## config.mk

```make
export PLATFORM = sky130hd
export DESIGN_NAME = load_store_unit
export DESIGN_NICKNAME = d
export VERILOG_FILES = /design/src/rtl/load_store_unit.sv
export SDC_FILE = /design/constraint.sdc
export NUM_CORES = 1
export LEC_CHECK = 0
export CAP_MARGIN = 20
export CORE_MARGIN = 2
export CORE_UTILIZATION = 40
export CTS_CLUSTER_SIZE = 40
export DETAILED_ROUTE_END_ITERATION = 10
export PLACE_DENSITY = 0.78
export SLEW_MARGIN = 5
export SYNTH_ARGS = -nofsm -noshare
export SYNTH_HDL_FRONTEND = slang
export SYNTH_SLANG_ARGS = --single-unit
```

## constraint.sdc

```tcl
create_clock -name CLK -period 3.2 [get_ports CLK]
set_input_delay 0.48 -clock CLK [delete_from_list [all_inputs] [get_ports CLK]]
set_output_delay 0.48 -clock CLK [all_outputs]
set_load 0.01 [all_outputs]
```

## src/rtl/load_store_unit.sv

```systemverilog
// Load/store unit: accepts one memory request at a time from the processor's
// memory stage, performs a single bus transfer with an optional timeout, and
// returns the formatted load result or an error status on a one-cycle done pulse.
//
// state   | meaning
// IDLE    | waiting for start; request inputs are classified on acceptance
// ACCESS  | memValid held high until memReady or the wait limit is reached
// RESPOND | done pulse cycle; error flags are valid here only
module load_store_unit #(
  parameter int TIMEOUT = 16
) (
  input  logic        CLK,
  input  logic        RESET,
  input  logic        start,
  input  logic        isStore,
  input  logic [2:0]  funct3,
  input  logic [31:0] baseValue,
  input  logic [31:0] offset,
  input  logic [31:0] storeData,
  output logic        busy,
  output logic        done,
  output logic [31:0] loadData,
  output logic        misaligned,
  output logic        illegal,
  output logic        timeout,
  output logic        memValid,
  output logic        memWe,
  output logic [31:0] memAddress,
  output logic [31:0] memWriteData,
  output logic [3:0]  memWriteMask,
  input  logic        memReady,
  input  logic [31:0] memReadData
);

  typedef enum logic [1:0] {IDLE, ACCESS, RESPOND} state_t;

  state_t      state;
  logic [1:0]  addr_lo;
  logic [2:0]  funct3_q;
  logic        store_q;
  logic [31:0] wait_count;

  logic [31:0] addr_c;
  logic        illegal_c;
  logic        misaligned_c;
  logic [31:0] wdata_c;
  logic [3:0]  mask_c;
  logic [7:0]  byte_sel;
  logic [15:0] half_sel;
  logic [31:0] load_fmt;

  // Classify the incoming request and build its lane-replicated store data.
  // Illegal encodings suppress the misaligned flag so only one error is reported.
  always_comb begin
    addr_c       = baseValue + offset;
    illegal_c    = isStore ? (funct3 > 3'b010)
                           : ((funct3[1:0] == 2'b11) || (funct3 == 3'b110));
    misaligned_c = 1'b0;
    wdata_c      = storeData;
    mask_c       = 4'b1111;
    case (funct3[1:0])
      2'b00: begin
        wdata_c = {4{storeData[7:0]}};
        mask_c  = 4'b0001 << addr_c[1:0];
      end
      2'b01: begin
        misaligned_c = addr_c[0];
        wdata_c      = {2{storeData[15:0]}};
        mask_c       = addr_c[1] ? 4'b1100 : 4'b0011;
      end
      2'b10: misaligned_c = (addr_c[1:0] != 2'b00);
      default: ;
    endcase
    if (illegal_c) misaligned_c = 1'b0;
  end

  // Select the addressed byte/halfword of the read word and extend it.
  always_comb begin
    byte_sel = memReadData[{addr_lo, 3'b000} +: 8];
    half_sel = addr_lo[1] ? memReadData[31:16] : memReadData[15:0];
    case (funct3_q)
      3'b000:  load_fmt = {{24{byte_sel[7]}}, byte_sel};
      3'b001:  load_fmt = {{16{half_sel[15]}}, half_sel};
      3'b100:  load_fmt = {24'h0, byte_sel};
      3'b101:  load_fmt = {16'h0, half_sel};
      default: load_fmt = memReadData;
    endcase
  end

  // Request sequencing, bus handshake, wait counting and registered outputs.
  always_ff @(posedge CLK) begin
    if (!RESET) begin
      state        <= IDLE;
      addr_lo      <= 2'b00;
      funct3_q     <= 3'b000;
      store_q      <= 1'b0;
      wait_count   <= '0;
      busy         <= 1'b0;
      done         <= 1'b0;
      misaligned   <= 1'b0;
      illegal      <= 1'b0;
      timeout      <= 1'b0;
      memValid     <= 1'b0;
      memWe        <= 1'b0;
      loadData     <= '0;
      memAddress   <= '0;
      memWriteData <= '0;
      memWriteMask <= '0;
    end else begin
      case (state)
        IDLE: begin
          done       <= 1'b0;
          misaligned <= 1'b0;
          illegal    <= 1'b0;
          timeout    <= 1'b0;
          if (start) begin
            busy     <= 1'b1;
            addr_lo  <= addr_c[1:0];
            funct3_q <= funct3;
            store_q  <= isStore;
            if (illegal_c || misaligned_c) begin
              state      <= RESPOND;
              done       <= 1'b1;
              illegal    <= illegal_c;
              misaligned <= misaligned_c;
            end else begin
              state        <= ACCESS;
              wait_count   <= '0;
              memValid     <= 1'b1;
              memWe        <= isStore;
              memAddress   <= {addr_c[31:2], 2'b00};
              memWriteData <= wdata_c;
              memWriteMask <= isStore ? mask_c : 4'b0000;
            end
          end
        end
        ACCESS: begin
          if (memReady) begin
            state    <= RESPOND;
            done     <= 1'b1;
            memValid <= 1'b0;
            memWe    <= 1'b0;
            if (!store_q) loadData <= load_fmt;
          end else if ((TIMEOUT > 0) && (wait_count == 32'(TIMEOUT - 1))) begin
            state    <= RESPOND;
            done     <= 1'b1;
            timeout  <= 1'b1;
            memValid <= 1'b0;
            memWe    <= 1'b0;
          end else begin
            wait_count <= wait_count + 32'd1;
          end
        end
        RESPOND: begin
          state      <= IDLE;
          done       <= 1'b0;
          busy       <= 1'b0;
          misaligned <= 1'b0;
          illegal    <= 1'b0;
          timeout    <= 1'b0;
        end
        default: state <= IDLE;
      endcase
    end
  end

endmodule

```

Word-level counts from Yosys, hierarchy flattened
Cells that the tools add are included.
- register bits after elaboration: 145
- input bits: 136
- output and inout port bits: 107
- logic and storage cells: 101
- add/sub/neg operators: 2
- order comparisons: 1
- equality and inequality tests: 16
- shift operators: 2
- multiplexer cells: 42
- bitwise gates (word level): 2
- reductions and logical operators: 20
- operators by type and width (kind ; count):
    $mux W32 ; 4
    $pmux W32 S2 ; 2
    $pmux W32 S4 ; 1
    $add A32 B1 Y32 const B ; 1
    $add A32 B32 Y32 ; 1
    $eq A32 B4 Y1 const B ; 1
    $shiftx A32 B6 Y8 ; 1
    $mux W1 ; 18
    $mux W16 ; 1
    $pmux W1 S2 ; 7
    $ne A2 B2 Y1 const B ; 5
    $eq A3 B3 Y1 const B ; 3
    $reduce_and A3 Y1 ; 3
    $mux W2 ; 4
    $mux W4 ; 2
    $pmux W4 S2 ; 1
    $reduce_and A2 Y1 ; 4
    $reduce_bool A2 Y1 ; 4
    $eq A2 B2 Y1 const B ; 3
    $reduce_and A5 Y1 ; 1
    $eq A2 B1 Y1 const B ; 2
    $logic_not A2 Y1 ; 2
    $pmux W2 S2 ; 1
    $reduce_and A4 Y1 ; 1
    other kinds (10) ; 12

Logic depth before layout (Yosys ltp)
Gate-level depths: netlist (run 1).
- depth after elaboration: 8
- depth in mapped cells: 12
- mapped depth without buffers: 10

Worst setup path after synthesis (run 1)
No wires, ideal clock.
- kind: input port to flip-flop
- start: input funct3[1]
- end: register memAddress[28]
- arrival time: 2.856 ns
- setup slack: 0.282 ns
- stages: 10
- path buffers: 3
- path through: clkbuf_1 inv_1 ha_1 o21ai_0 a21boi_1 nor3_1 clkbuf_1 buf_1 o2111ai_1 nand3_1
- cells in the longest elaborated chain, start to end: 7
- elaborated cells on any way between the ends: 12
- RTL lines (item ; line ; text):
    from (decl) ; 16 ; input logic [2:0] funct3,
    branches (longest 4 deep; another with $gt A3 B2 Y1) ; n/a ;
    $logic_or A1 B1 Y1 * ; 121 ; if (illegal_c || misaligned_c) begin
    $not A1 Y1 (no line) * ; n/a ;
    $reduce_and A3 Y1 (no line) * ; n/a ;
    to (signal assigned) ; 131 ; memAddress <= {addr_c[31:2], 2'b00};
    to (decl) ; 28 ; output logic [31:0] memAddress,
Every way passes the cells marked *.
A chain may end at the register's enable or synchronous reset.

Final worst setup path (run 1)
- start: input baseValue[0]
- end: register memAddress[26]
- cells in the longest elaborated chain, start to end: 7
- RTL lines (item ; line ; text):
    from (decl) ; 17 ; input logic [31:0] baseValue,
    $add A32 B32 Y32 * ; 55 ; addr_c = baseValue + offset;
    $reduce_bool A2 Y1 ; 71 ; 2'b10: misaligned_c = (addr_c[1:0] != 2'b00);
    $pmux W1 S2 ; 61 ; case (funct3[1:0])
    $mux W1 ; 74 ; if (illegal_c) misaligned_c = 1'b0;
    $logic_or A1 B1 Y1 ; 121 ;
    $not A1 Y1 (no line) ; n/a ;
    $reduce_and A3 Y1 (no line) ; n/a ;
Mark *: on every way between the ends. The rest lies on a longest branch, timed or not.

==> results of run 1 <==
layout make-up:
class | count | area, sq um | share of cell area (%)
clock buffer | 18 | 439 | 3.71
clock inverter | 14 | 201 | 1.70
inverter | 34 | 128 | 1.08
multi-input combinational | 804 | 4970 | 42.0
sequential | 145 | 2900 | 24.5
tap | 270 | 338 | 2.86
timing repair buffer | 291 | 2850 | 24.1
placed cells by master, fill, tap and decap left out, types with 4 or more instances in the layout:
cell                              synthesis  layout
sky130_fd_sc_hd__a211oi_1                32      32
sky130_fd_sc_hd__a21o_1                  17      17
sky130_fd_sc_hd__a21oi_1                125     125
sky130_fd_sc_hd__a22o_1                   8       8
sky130_fd_sc_hd__a22oi_1                 10      10
sky130_fd_sc_hd__a31oi_1                  9       9
sky130_fd_sc_hd__and2_1                   6       6
sky130_fd_sc_hd__and3_1                  11      11
sky130_fd_sc_hd__and4_1                   4       4
sky130_fd_sc_hd__buf_12                   0       5
sky130_fd_sc_hd__buf_4                    2      45
sky130_fd_sc_hd__bufinv_16                0       4
sky130_fd_sc_hd__clkbuf_16                0      17
sky130_fd_sc_hd__clkdlybuf4s50_1          0     239
sky130_fd_sc_hd__dfxtp_1                145     145
sky130_fd_sc_hd__ha_1                    40      40
sky130_fd_sc_hd__inv_1                   34      33
sky130_fd_sc_hd__inv_6                    0       4
sky130_fd_sc_hd__mux2i_1                 16      16
sky130_fd_sc_hd__nand2_1                138     137
sky130_fd_sc_hd__nand3_1                 35      35
sky130_fd_sc_hd__nand4_1                 17      17
sky130_fd_sc_hd__nor2_1                  93      93
sky130_fd_sc_hd__nor2b_1                  6       6
sky130_fd_sc_hd__nor3_1                  20      19
sky130_fd_sc_hd__nor3b_1                  9       9
sky130_fd_sc_hd__nor4_1                   9       9
sky130_fd_sc_hd__o2111ai_1                5       5
sky130_fd_sc_hd__o211ai_1                11      11
sky130_fd_sc_hd__o21a_1                   4       4
sky130_fd_sc_hd__o21ai_0                 57      56
sky130_fd_sc_hd__o221ai_1                 9       9
sky130_fd_sc_hd__or3_1                    6       6
sky130_fd_sc_hd__or4_1                    4       4
sky130_fd_sc_hd__xnor2_1                 12      12
sky130_fd_sc_hd__xor2_1                  30      30
metal layers:
metal | global-route usage, % | share of wire [%]
met2 | 38.0 | 47
met5 | 0 | 0.070
met4 | 6.59 | 1.9
met3 | 5.52 | 6.7
met1 | 29.6 | 44
cell families (layout without fill, tap and decap cells):
logic type / Yosys count / count (layout) / synth area share, %
buf+inv: 101 / 357 / 4.92
compound gates: 328 / 328 / 25.8
xor+xnor: 42 / 42 / 4.45
simple gates: 373 / 373 / 21.2
other cells: 1 / 2 / 0.0453
mux: 18 / 18 / 2.21
fa+ha+maj: 41 / 41 / 6.29
flops: 145 / 145 / 35.1
final timing paths:
| kind | cells past startpoint | end | slack (ns) | start |
|---|---|---|---|---|
| hold / removal | 2 | loadData[6] | 0.45 | loadData[6] |
| hold reg to reg | 2 | loadData[6] | 0.45 | loadData[6] |
| setup / recovery | 11 | memAddress[26] | 0.28 | baseValue[0] |
| setup reg to reg | 7 | done | 0.93 | wait_count[0] |
through the flow:
step / worst slack (ns) / cell area [sq um] / setup TNS [ns] / hold WS, ns / utilization (%)
floorplan: 0.282 / 8280 / 0 / 0.436 / -
global placement: -0.112 / 11200 / -0.567 / 0.438 / 55.2
detailed placement: -0.118 / 11200 / -1.68 / 0.445 / 55.2
CTS: 0.320 / 11800 / 0 / 0.454 / 58.4
global route: 0.136 / 11800 / 0 / 0.468 / 58.5
finish: 0.284 / 11800 / 0 / 0.452 / 58.5
tightest hold or removal path: cells and delay by family, from the launching register on:
family          cells  cell delay (ns)
simple gates        1             0.05
flops               1             0.31
compound gates      1             0.05
state kept, by name, indices dropped and copies added, names as in the netlist, 2 cells and up:
name	count
loadData	32
wait_count	32
addr_lo	2
memAddress	30
memWriteMask	4
memWriteData	32
state	2
funct3_q	3
power groups by stage:
stage	clock network (mW)	logic (mW)	registers, mW
global placement	0	1.41	2.05
floorplan	0	0.726	2.08
global route	2.27	1.58	2.03
finish	2.16	1.44	2.02
detailed placement	0	1.43	2.05
CTS	2.19	1.44	2.01
==> impl_summary.log, run 1 <==
INFO  metric worst-endpoint-required = between 3 and 4 ns
INFO  metric gp_congestion = around 0.90
INFO  metric place.port_buffers = 240
INFO  metric pin_count_of_the_biggest_net_entering_global_routing = 64
INFO  metric crit_slowest_cell = sky130_fd_sc_hd__clkdlybuf4s50_1
INFO  metric synth-warning-count = 0
INFO  metric wl = around 26000 um
INFO  metric cts_htree_levels = 4
INFO  metric cts_root_buf = sky130_fd_sc_hd__clkbuf_16
INFO  metric critical_path.max_stage_delay = 0.49 ns
INFO  metric drive_gt1_share = around 8.3%
INFO  metric power_leakage = 4.45 nW
INFO  metric seq_power_share = a little over a third
INFO  metric power.combinational.fraction = between 20% and 30%
INFO  metric synth-async-reset-ratio = 0%
INFO  metric yosys.cell_count.top_type = sky130_fd_sc_hd__dfxtp_1
INFO  metric route.detailed.wl_per_inst = about 16 um
INFO  metric netlist_top_cells_area = sky130_fd_sc_hd__dfxtp_1 (35%), sky130_fd_sc_hd__a21oi_1 (7.6%), sky130_fd_sc_hd__nand2_1 (6.3%)
INFO  metric cell_internal_pwr = about 4 mW
INFO  metric antenna_left = 0
INFO  metric drt_first_iter_violations = 462
INFO  metric final_nets = 1470
INFO  metric rsz0062_at_grt = false
INFO  metric worst_slew_pin_slew = about 0.75 ns
INFO  metric grt_pass1_wl = about 40000 um
INFO  metric critPathBufInv = 2
INFO  metric placed_cell_count = approximately 1500
INFO  metric vdd_ir_drop_max = 0.296 mV
INFO  metric slew_violations = 0
INFO  metric antenna_cells_inserted = 0
INFO  metric yosys.area.top_type_share = between 30% and 40%
INFO  metric area_delta_synth_final = 43.0%
INFO  metric post-route-min-period = between 2 and 3 ns
INFO  metric synth_edf_count = 0
INFO  metric postCtsSetupBuffers = 0
INFO  metric timing.final.crit_share = between 90% and 100%
INFO  metric die_width = ~150 um
INFO  metric timing_worst_setup_path_type = input port to flip-flop
INFO  metric post_layout_cell_count = roughly 1600
INFO  metric yosys_most_used_dff = sky130_fd_sc_hd__dfxtp_1
INFO  metric io-pin-count = between 200 and 250
INFO  metric initial_core_util = around two fifths
INFO  metric tritoncts = yes
INFO  metric maxCapViolations = 0
INFO  metric yosysTopAreaCell = sky130_fd_sc_hd__dfxtp_1
INFO  metric cp_data_arrival_time = ~3.3 ns
INFO  metric cts_hold_buffers = 0
INFO  metric ys_top_cells_by_count = sky130_fd_sc_hd__dfxtp_1 (145), sky130_fd_sc_hd__nand2_1 (138), sky130_fd_sc_hd__a21oi_1 (125)
INFO  metric power.net_switching = 1.64 mW
INFO  metric result_of_the_run = complete, no violations
INFO  metric holdCritPathClass = flip-flop to flip-flop
INFO  metric synth.lib_cells_used.distinct = 76
INFO  metric finalClockSkew = between 0.01 and 0.015 ns
INFO  metric worst-path-max-fanout = 5
INFO  metric synth_sequential_area_ratio = 35.1%
INFO  metric grt_pass1_vias = between 8000 and 9000
INFO  metric hold_viol = 0
INFO  metric clock_insertion_delay_worst_skew = 0.42 ns
INFO  metric worst_setup_path_end_kind = flip-flop
INFO  metric total_gr_overflow = 0
INFO  metric clk_pin_slew = around 0.070 ns
INFO  metric core_area = approximately 0.02 sq mm
INFO  metric final-setup-viol-count = 0
INFO  metric cts_made_buffers = 17
INFO  metric swShare = 29.3%
INFO  metric crit_chain = clkdlybuf4s50_1 > ha_1 > inv_1 > fa_1 > nor2b_1 > o2111ai_1 > a21oi_1 > o21ai_1 > a21o_1 > a2111oi_0 > a311o_1
INFO  metric synth-seq-cells = approximately 150
INFO  metric detail_route.drc_violations = 0
INFO  metric critPathLaunchType = input port
INFO  metric synthesis.area = just over 0.008 sq mm
INFO  metric cts.repair.resized = 0
INFO  metric max_slew_margin = around 50%
INFO  metric dr_total_vias = ~8600
INFO  metric drt_pass1_iterations = 5
INFO  metric maximum_clock_frequency = between 0.3 and 0.4 GHz
INFO  metric viasPerCell = 5.44
INFO  metric layout_fillers = about 1800
INFO  metric hpwl_reported_at_the_end_of_detailed_placement = roughly 19000 um
INFO  metric total_power = between 5 and 6 mW
INFO  metric crit_family = compound AO/OA/AOI/OAI gates
INFO  metric syn-mean-instance-area = between 7 and 8 sq um
INFO  metric tritoncts_num_sinks = around 150
INFO  metric gr-usage-all-layers = between 20 and 25%
INFO  metric power-per-cell-area = roughly 470 mW/mm^2
INFO  metric initial_antenna_violation_count = 1
INFO  metric cts_buffer_depth = 2
INFO  metric die_h = between 100 and 150 um
INFO  metric row_count = 52
INFO  metric gate_count_post_synth = 1049
INFO  metric die_area = between 0.02 and 0.025 sq mm
INFO  metric power.clock.fraction = about two fifths
Note: power is estimated with default switching activity, not from simulation.
==> run 2: changes to the inputs <==
--- a/config.mk
+++ b/config.mk
@@ -11,6 +11,7 @@
 export CTS_CLUSTER_SIZE = 40
 export DETAILED_ROUTE_END_ITERATION = 10
 export PLACE_DENSITY = 0.78
+export SETUP_SLACK_MARGIN = 0.05
 export SLEW_MARGIN = 5
 export SYNTH_ARGS = -nofsm -noshare
 export SYNTH_HDL_FRONTEND = slang
==> results of run 2 <==
Final layout, timing and power as in run 1 (identical DEF).
==> run 3: changes to the inputs <==
--- a/config.mk
+++ b/config.mk
@@ -7,10 +7,10 @@
 export LEC_CHECK = 0
 export CAP_MARGIN = 20
 export CORE_MARGIN = 2
-export CORE_UTILIZATION = 40
+export CORE_UTILIZATION = 48
 export CTS_CLUSTER_SIZE = 40
 export DETAILED_ROUTE_END_ITERATION = 10
-export PLACE_DENSITY = 0.78
+export PLACE_DENSITY = 0.89
 export SETUP_SLACK_MARGIN = 0.05
 export SLEW_MARGIN = 5
 export SYNTH_ARGS = -nofsm -noshare
==> impl_summary.log, run 3 (synthesis gave the netlist of run 1 again) <==
INFO  metric result_of_the_run = complete, no violations
INFO  metric worst-path-max-fanout = 9 (+4)
INFO  metric route.detailed.wl_per_inst = 17.2 um (+6.2%)
INFO  metric most-common-layout-cells = sky130_fd_sc_hd__clkdlybuf4s50_1 (239), sky130_fd_sc_hd__dfxtp_1 (145), sky130_fd_sc_hd__nand2_1 (137)
INFO  metric gr-usage-all-layers = 27.8% (+4.9 points)
INFO  metric critPathBufInv = 3 (+1)
INFO  metric timing.final.crit_share = 91.6% (+0.52 points)
INFO  metric cts_buffer_depth = 2 (unchanged)
INFO  metric maximum_clock_frequency = 0.341 GHz (-0.57%)
INFO  metric hold_viol = 0 (unchanged)
INFO  metric timing_worst_setup_path_type = input port to flip-flop
INFO  metric dp_worst_setup_slack = -0.0988 ns (+0.0195 ns)
INFO  metric post_layout_cell_count = 1528 (-3.0%)
INFO  metric initial_antenna_violation_count = 0 (-1)
INFO  metric critPathLaunchType = input port
INFO  metric max_slew_margin = 26.7% (-23 points)
INFO  metric critical_path.max_stage_delay = 0.53 ns (+0.04 ns)
INFO  metric worst-endpoint-required = 3.52 ns (-0.04 ns)
INFO  metric top_signal_layer_used = met4
INFO  metric gp_congestion = 0.982 (+9.1%)
INFO  metric place.port_buffers = 240 (unchanged)
INFO  metric total_gr_overflow = 0 (unchanged)
INFO  metric cts.repair.resized = 0 (unchanged)
INFO  metric cts_root_buf = sky130_fd_sc_hd__clkbuf_16
INFO  metric finalClockSkew = 0.00845 ns (-0.00295 ns)
INFO  metric finalWorstSetupSlack = 0.267 ns (-0.0167 ns)
INFO  metric holdCritPathClass = flip-flop to flip-flop
INFO  metric hpwl_reported_at_the_end_of_detailed_placement = 19200 um (+0.83%)
INFO  metric final_nets = 1472 (+0.14%)
INFO  metric cp_data_arrival_time = 3.25 ns (-0.03 ns)
INFO  metric wl = 26300 um (+3.0%)
INFO  metric most_common_library_cell_in_the_layout_ignoring_fill_and_taps = sky130_fd_sc_hd__clkdlybuf4s50_1
INFO  metric crit_family = buffers and inverters
INFO  metric hp-start = memAddress[21]
INFO  metric met1Wirelength = 11100 um (-1.2%)
INFO  metric routed-wl-met2 = 12400 um (+3.1%)
INFO  metric crit_slowest_cell = sky130_fd_sc_hd__fa_1
INFO  metric dr_total_vias = 8852 (+3.3%)
INFO  metric vdd_ir_drop_max = 0.399 mV (+35%)
INFO  metric clock_insertion_delay_worst_skew = 0.43 ns (about the same)
INFO  metric worst_slew_pin_slew = 1.10 ns (+0.349 ns)
INFO  metric postCtsSetupBuffers = 0 (unchanged)
INFO  metric area_delta_synth_final = 41.0%
INFO  metric whs_endpoint = memAddress[21]
INFO  metric tritoncts = yes
INFO  metric viasPerCell = 5.79 (+6.5%)
INFO  metric rr_endpoint = loadData[23]
INFO  metric post-route-min-period = 2.93 ns (+0.0167 ns)
INFO  metric final-setup-viol-count = 0 (unchanged)
INFO  metric slew_violations = 0 (unchanged)
INFO  metric drive_gt1_share = 8.26% (-0.013 points)
INFO  metric grt_pass1_wl = 41100 um (+0.35%)
INFO  metric tritoncts_num_sinks = 145 (unchanged)
INFO  metric worst_setup_path_end_kind = flip-flop
INFO  metric cts_htree_levels = 4 (unchanged)
INFO  metric row_count = 47 (-9.6%)
INFO  metric clk_pin_slew = 0.06 ns (about the same)
INFO  metric placed_cell_count = 1496 (-3.0%)
INFO  metric antenna_cells_inserted = 0 (unchanged)
INFO  metric initial_core_util = 49.5% (+8.6 points)
INFO  metric antenna_left = 0 (unchanged)
INFO  metric utilization = 69.8% (+11 points)
INFO  metric cts_hold_buffers = 0 (unchanged)
INFO  metric r2r-start = state[1]
INFO  metric die_h = 135 um (-8.5%)
INFO  metric io-pin-count = 243 (unchanged)
INFO  metric die_width = 135 um (-8.5%)
INFO  metric drt_pass1_iterations = 5 (unchanged)
INFO  metric drt_first_iter_violations = 723 (+56%)
INFO  metric pin_count_of_the_biggest_net_entering_global_routing = 54 (-16%)
INFO  metric power-per-cell-area = 461 mW/mm^2 (-2.9%)
INFO  metric maxCapViolations = 0 (unchanged)
INFO  metric rsz0062_at_grt = false
INFO  metric grt_pass1_vias = 8318 (+2.8%)
INFO  metric crit_chain = clkdlybuf4s50_1 > ha_1 > inv_1 > fa_1 > nand2b_1 > a21boi_1 > o31ai_1 > o211ai_1 > buf_4 > nor3_1 > xnor2_1 > nor2_1
INFO  metric power_leakage = 4.40 nW (-1.1%)
INFO  metric worst_r2r_path_depth = 6 (-1)
INFO  metric cell_count_of_the_worst_hold_path = 2 (unchanged)
INFO  metric cts_made_buffers = 17 (unchanged)
INFO  metric total_power = 5.38 mW (-4.3%)
INFO  metric core_area = 0.0167 sq mm (-17%)
INFO  metric detail_route.drc_violations = 0 (unchanged)
INFO  metric r2r_setup_slack = 0.51 ns (-0.42 ns)
INFO  metric die_area = 0.0183 sq mm (-16%)
INFO  metric reg_top3 = loadData (32), memWriteData (32), wait_count (32)
INFO  metric met3WireLength = 2120 um (+24%)
-- run 3: area by class of cell --
cell class / count / area (sq um)
Tap cell: 220 / 275
Inverter: 34 / 128
Fill cell: 1342 / 5040
Timing Repair Buffer: 293 / 2820
Clock inverter: 13 / 130
Multi-Input combinational cell: 804 / 4970
Clock buffer: 19 / 433
Sequential cell: 145 / 2900
-- run 3: worst reg2reg max path, stage by stage (launching register included) --
cell and delay (ns):
sky130_fd_sc_hd__dfxtp_1 0.35, sky130_fd_sc_hd__inv_1 0.10, sky130_fd_sc_hd__ha_1 0.48, sky130_fd_sc_hd__nand2_1 0.12, sky130_fd_sc_hd__or2_2 0.42, sky130_fd_sc_hd__nor2_1 0.87
sky130_fd_sc_hd__a21oi_1 0.18
-- run 3: worst max path at each step --
stage / startpoint / end / slack, ns / depth (start not counted)
floorplan: funct3[1] / memAddress[28] / 0.28 / 10
global placement: offset[2] / memAddress[27] / -0.11 / 11
detailed placement: baseValue[2] / memAddress[27] / -0.1 / 11
CTS: baseValue[2] / memAddress[27] / 0.33 / 11
global route: baseValue[0] / wait_count[14] / 0.05 / 12
finish: baseValue[0] / wait_count[14] / 0.27 / 12
-- run 3: metal layers --
metal  up-vias  global-route usage [%]
li1       4280                       -
met3        44                    6.36
met2       400                    46.7
met5         -                       0
met4         0                    8.28
met1      4128                    35.7
-- run 3: stage by stage --
step / TNS, ns / area (sq um) / hold slack, ns
5_1_grt: 0 / 11700 / 0.469
3_5_place_dp: -2.33 / 11100 / 0.444
2_1_floorplan: 0 / 8280 / 0.436
4_1_cts: 0 / 11700 / 0.455
3_3_place_gp: -0.311 / 11100 / 0.439
6_report: 0 / 11700 / 0.454
-- run 3: where the power goes --
part,switching [mW],internal [mW],leakage [nW],total (mW)
Clock,0.819,1.08,0.261,1.90
Sequential,0.0883,1.93,1.18,2.02
Combinational,0.756,0.702,2.96,1.46
Total,1.66,3.71,4.40,5.38
